`config.mk`:
```
export PLATFORM = sky130hd
export DESIGN_NAME = elevator_scheduler
export DESIGN_NICKNAME = d
export VERILOG_FILES = /design/src/rtl/elevator_scheduler.sv
export SDC_FILE = /design/constraint.sdc
export NUM_CORES = 1
export LEC_CHECK = 0
export ABC_CLOCK_PERIOD_IN_PS = 4100
export BUFFER_PORTS_ARGS = -buffer_cell sky130_fd_sc_hd__buf_2
export CAP_MARGIN = 20
export CORE_ASPECT_RATIO = 0.7
export CORE_MARGIN = 5
export CORE_UTILIZATION = 37
export CTS_CLUSTER_SIZE = 8
export DETAILED_ROUTE_END_ITERATION = 10
export GPL_ROUTABILITY_DRIVEN = 0
export SKIP_CTS_REPAIR_TIMING = 1
export SLEW_MARGIN = 20
export SYNTH_ARGS = -nofsm -noshare
export SYNTH_HDL_FRONTEND = slang
export SYNTH_SLANG_ARGS = --single-unit
export TNS_END_PERCENT = 50
```
`constraint.sdc`:
```
create_clock -name clk -period 4.1 [get_ports clk]
set_input_delay 0.82 -clock clk [delete_from_list [all_inputs] [get_ports clk]]
set_output_delay 0.82 -clock clk [all_outputs]
set_load 0.01 [all_outputs]
```
`src/rtl/elevator_scheduler.sv`:
```
// Single-car elevator scheduler for an 8-floor building simulation.
// A prescaler derived from simSpeed produces one-cycle ticks; the car FSM
// (IDLE / MOVE / DOOR) advances only on ticks and serves floor calls,
// continuing in its current direction while calls remain ahead of it.
//
// Ports:
//   clk, rst        clock, synchronous active-high reset
//   simState[1:0]   00 START, 01 SIM, 10 PAUSE, 11 ENDING
//   simSpeed[2:0]   tick rate select (0 slowest, 7 fastest)
//   callValid       floor-call strobe
//   callFloor[2:0]  floor of the call
//   floor[2:0]      last floor reached
//   moving          car travelling between floors
//   dirUp           travel direction (1 = up)
//   doorOpen        door open at current floor
//   pending[7:0]    outstanding call bitmap
//   arrived         one-cycle pulse on each door opening
//   served[5:0]     saturating count of door openings
module elevator_scheduler #(
  parameter int unsigned BASE_DIV     = 4,
  parameter int unsigned TRAVEL_TICKS = 2,
  parameter int unsigned DOOR_TICKS   = 3
) (
  input  logic       clk,
  input  logic       rst,
  input  logic [1:0] simState,
  input  logic [2:0] simSpeed,
  input  logic       callValid,
  input  logic [2:0] callFloor,
  output logic [2:0] floor,
  output logic       moving,
  output logic       dirUp,
  output logic       doorOpen,
  output logic [7:0] pending,
  output logic       arrived,
  output logic [5:0] served
);

  typedef enum logic [1:0] {
    SIM_START  = 2'b00,
    SIM_RUN    = 2'b01,
    SIM_PAUSE  = 2'b10,
    SIM_ENDING = 2'b11
  } sim_t;

  typedef enum logic [1:0] {
    S_IDLE,
    S_MOVE,
    S_DOOR
  } state_t;

  sim_t        sim;
  state_t      state_q, state_n;
  logic [15:0] presc_q, presc_n, limit;
  logic [3:0]  span;
  logic [2:0]  floor_q, floor_n;
  logic        dir_q, dir_n;
  logic [3:0]  trav_q, trav_n, door_q, door_n;
  logic [7:0]  pend_q, pend_n;
  logic        arrived_q, arrived_n;
  logic [5:0]  served_q, served_n;
  logic        tick, capture, reload, entry;
  logic        any_above, any_below, ahead, behind;

  assign sim   = sim_t'(simState);
  assign span  = 4'd8 - {1'b0, simSpeed};
  assign limit = 16'(span) * 16'(BASE_DIV) - 16'd1;
  // >= rather than == so a speed increase mid-count cannot skip the tick
  assign tick  = (sim == SIM_RUN) && (presc_q >= limit);

  assign capture   = callValid && ((sim == SIM_RUN) || (sim == SIM_PAUSE));
  assign any_above = |(pend_q & (8'hFE << floor_q));
  assign any_below = |(pend_q & ~(8'hFF << floor_q));
  assign ahead     = dir_q ? any_above : any_below;
  assign behind    = dir_q ? any_below : any_above;

  always_comb begin
    state_n   = state_q;
    presc_n   = presc_q;
    floor_n   = floor_q;
    dir_n     = dir_q;
    trav_n    = trav_q;
    door_n    = door_q;
    pend_n    = pend_q;
    arrived_n = 1'b0;
    served_n  = served_q;
    reload    = 1'b0;
    entry     = 1'b0;

    if (sim == SIM_RUN) begin
      presc_n = tick ? '0 : presc_q + 16'd1;
    end

    // A call for the floor whose door is open extends the stop instead of
    // queueing another visit.
    if (capture) begin
      if ((state_q == S_DOOR) && (callFloor == floor_q)) begin
        reload = 1'b1;
      end else begin
        pend_n[callFloor] = 1'b1;
      end
    end
    if (reload) begin
      door_n = '0;
    end

    if (tick) begin
      case (state_q)
        S_IDLE: begin
          if (pend_q[floor_q]) begin
            entry = 1'b1;
          end else if (any_above) begin
            dir_n   = 1'b1;
            state_n = S_MOVE;
          end else if (any_below) begin
            dir_n   = 1'b0;
            state_n = S_MOVE;
          end
        end
        S_MOVE: begin
          if (trav_q == 4'(TRAVEL_TICKS - 1)) begin
            trav_n  = '0;
            floor_n = dir_q ? floor_q + 3'd1 : floor_q - 3'd1;
            if (pend_q[floor_n]) begin
              entry = 1'b1;
            end
          end else begin
            trav_n = trav_q + 4'd1;
          end
        end
        S_DOOR: begin
          if (!reload) begin
            if (door_q == 4'(DOOR_TICKS - 1)) begin
              if (ahead) begin
                state_n = S_MOVE;
              end else if (behind) begin
                dir_n   = ~dir_q;
                state_n = S_MOVE;
              end else begin
                state_n = S_IDLE;
              end
            end else begin
              door_n = door_q + 4'd1;
            end
          end
        end
        default: state_n = S_IDLE;
      endcase
    end

    // Clearing after the capture lets the arrival clear win over a same-cycle set.
    if (entry) begin
      state_n         = S_DOOR;
      door_n          = '0;
      pend_n[floor_n] = 1'b0;
      arrived_n       = 1'b1;
      served_n        = (served_q == 6'd63) ? served_q : served_q + 6'd1;
    end

    if ((sim == SIM_START) || (sim == SIM_ENDING)) begin
      state_n   = S_IDLE;
      presc_n   = '0;
      floor_n   = '0;
      dir_n     = 1'b1;
      trav_n    = '0;
      door_n    = '0;
      pend_n    = '0;
      arrived_n = 1'b0;
      served_n  = '0;
    end
  end

  always_ff @(posedge clk) begin
    if (rst) begin
      state_q   <= S_IDLE;
      presc_q   <= '0;
      floor_q   <= '0;
      dir_q     <= 1'b1;
      trav_q    <= '0;
      door_q    <= '0;
      pend_q    <= '0;
      arrived_q <= 1'b0;
      served_q  <= '0;
    end else begin
      state_q   <= state_n;
      presc_q   <= presc_n;
      floor_q   <= floor_n;
      dir_q     <= dir_n;
      trav_q    <= trav_n;
      door_q    <= door_n;
      pend_q    <= pend_n;
      arrived_q <= arrived_n;
      served_q  <= served_n;
    end
  end

  assign floor    = floor_q;
  assign moving   = (state_q == S_MOVE);
  assign dirUp    = dir_q;
  assign doorOpen = (state_q == S_DOOR);
  assign pending  = pend_q;
  assign arrived  = arrived_q;
  assign served   = served_q;

endmodule

```
==> results.tsv <==
metric	value	unit
Post-Synthesis Cells	330	
GRT overflow	0	
clk buf depth	2	
Power Density	240	nW/µm²
DR WL met2	2.58	mm
ant diodes	0	
Core ar.	7740	µm²
dpl cells	455	
Port Buffers	31	
TritonCTS Sinks	45	
kind of critical path	in2reg	
Pre-antenna DRT Iters	4	
worst slew pin tran	0.823	ns
Finished Layout Cells	463	
layout cell share with drive strength beyond 1	15.7	%
CP startpoint kind	input pin	
Vias	2527	
register area share after synthesis	31.2	%
I/O Pins	32	
crit-path most repeated cell	ha_1	
Worst Path Max Fanout	12	
RSZ-0062 raised after global routing	no	
CTS tree	done	
max-slew violation count	0	
initial antenna violation count	0	
Rows	27	
CP required	4.32	ns
dpl cell area	3140	µm²
CTS clk-pin slew, worst paths	0.09	ns
Die Wd	116	µm
Initial Util	37.3	%
routed vias/inst	5.46	
FF+latch count, synth	45	
Hold Path Class	reg2reg	
crit path capture type	flip-flop	
routed wire length	6.65	mm
Design Area, Final	3220	µm²
Slowest-stage cell, CP	ha_1	
Post-Route Setup TNS	0	ns
Worst VDD drop	110	µV
root buffer cell	clkbuf_8	
final core utilization	41.7	%
Synth async-reset ratio	0	%
outcome	finished, final reports clean	
count of cell types in the netlist	68	
cell breakdown of the critical path	buf_2, inv_1, ha_1, o211ai_1, ha_1, a21o_1, a221o_1, a211o_1, o221a_1, and2_4, a311oi_1	
drt wl/cell	14.4	µm
MaxCap Viol Count	0	
final setup fails	0	
Post-DP HPWL	5.17	mm
DIE AREA	9690	µm²
Avg Cell Area, Syn	8.74	µm²
filler instances	785	
Relative slew margins	44.9	%
Num CTS Buffers	5	
nets	393	
height of the die	83.9	µm
DR top layer	met4	
Skew-Pair Late Insertion Delay	0.30	ns
Ys Warns	0	
number of global-route vias before repair	2339	
H-Tree Level Count	2	
Final Skew	0.0107	ns
largest net degree at the start of global routing	18	
drc violations	0	
met3 WL post-DR	379	µm
first-pass GRT wire length	11.5	mm
Cell Area, Synth	2890	µm²
Final Hold Vio Count	0	
Worst path max stage delay	0.44	ns
initial drt markers	140	
Final ANT Viol Nets	0	
f_max	283	MHz
Final min period	3.53	ns
area delta synth->final	11.7	%
Mapped Nets	362	
met1 WL	3.63	mm
most frequently used flop master after synthesis	dfxtp_1	
total track usage	14.5	%
LEAKAGE	1.22	nW
fin crit share	86.2	%
EDFF count, synth	0	
crit path DAT	3.75	ns
## cells in the final DEF (no fill, tap or decap), types with 9 or more instances in the layout
| cell | n |
|---|---|
| inv_1 | 15 |
| dfxtp_1 | 45 |
| ha_1 | 20 |
| a21oi_1 | 19 |
| nor2_1 | 39 |
| o21ai_0 | 12 |
| xor2_1 | 13 |
| nand2_1 | 18 |
| a31oi_1 | 9 |
| nand3_1 | 14 |
| buf_2 | 31 |
| xnor2_1 | 15 |
## per-layer routing
metal / vias to the layer above / track usage, %
met1: 1166 / 23.1
met5: - / 0
met4: 0 / 2.88
li1: 1289 / -
met3: 7 / 3.12
met2: 65 / 19.4
## worst max-delay path: cells and delay by family
kind / cells / cell delay (ns)
adders and majority gates: 2 / 0.62
and+or+nand+nor: 1 / 0.22
AOI/OAI and AO/OA: 6 / 1.88
buffers and inverters: 2 / 0.20
## flip-flops by register name, indices dropped and copies added (netlist names)
signal,flops
served,6
pending,8
dirUp,1
trav_q,4
presc_q,16
door_q,4
arrived,1
floor,3
state_q,2
## metrics by stage
| step | hold WS, ns | power (mW) | worst slack (ns) |
|---|---|---|---|
| global placement | 0.475 | 0.515 | 0.314 |
| CTS | 0.500 | 0.787 | 0.578 |
| floorplan | 0.462 | 0.497 | 0.751 |
| detailed placement | 0.487 | 0.516 | 0.256 |
| global route | 0.534 | 0.818 | 0.351 |
| finish | 0.493 | 0.775 | 0.566 |
## cell type report
cell class,instances,area (µm²),area share [%]
sequential,45,901,28.0
multi-input combinational,258,1860,57.8
timing repair buffer,35,185,5.75
tap,101,126,3.92
clock buffer,5,68.8,2.14
inverter,16,60.1,1.86
clock inverter,3,17.5,0.543
## path summary, 6_finish.rpt
| check | start | endpoint | slack (ns) | cells after the start |
|---|---|---|---|---|
| setup reg to reg | floor[1] | pending[2] | 1.09 | 8 |
| hold / removal | trav_q[1] | trav_q[1] | 0.49 | 2 |
| setup / recovery | simSpeed[0] | pending[2] | 0.57 | 11 |
| hold reg to reg | trav_q[1] | trav_q[1] | 0.49 | 2 |
## power by group
group	internal, mW	total [mW]	switching, mW
clock	0.118	0.268	0.151
sequential	0.438	0.440	0.00224
combinational	0.0240	0.0662	0.0422
total	0.580	0.775	0.195
## synthesized netlist by cell type (all sizes together), types with 2 or more instances
| master | count | share of area [%] |
|---|---|---|
| nand3 | 14 | 2.4 |
| dfxtp | 45 | 31 |
| nor4 | 2 | 0.43 |
| or4b | 2 | 0.69 |
| ha | 20 | 8.7 |
| clkbuf | 4 | 0.52 |
| xnor2 | 15 | 4.6 |
| nor3 | 4 | 0.69 |
| a211oi | 8 | 2.7 |
| a31oi | 9 | 2.0 |
| nand2b | 3 | 0.65 |
| and4 | 3 | 0.91 |
| or4 | 2 | 0.52 |
| o21ai | 16 | 2.8 |
| and3 | 5 | 1.1 |
| mux2i | 8 | 2.8 |
| a21oi | 19 | 3.3 |
| nand2 | 19 | 2.6 |
| o211ai | 3 | 0.95 |
| o221a | 2 | 0.78 |
| or2 | 2 | 0.43 |
| a311oi | 4 | 1.2 |
| a21o | 2 | 0.52 |
| nor2b | 2 | 0.43 |
| o22ai | 2 | 0.43 |
| nor2 | 39 | 5.1 |
| buf | 7 | 1.6 |
| a2111oi | 3 | 1.6 |
| xor2 | 13 | 3.9 |
| nand4 | 9 | 2.2 |
| a41o | 2 | 0.69 |
| inv | 16 | 2.1 |
| and2 | 2 | 0.52 |
| or3 | 3 | 0.65 |
| mux4 | 2 | 1.6 |
## cell families (layout without fill, tap and decap cells)
logic type	Yosys count	in the layout	synth area share (%)
AND/OR/NAND/NOR	115	115	20.4
adder cells (fa/ha/maj)	21	21	9.37
AO/OA/AOI/OAI	82	82	20.7
multiplexers	11	11	4.86
buffers and inverters	27	59	4.16
flip-flops	45	45	31.2
XOR/XNOR	29	29	9.28
(Power assumes the default switching activity.)
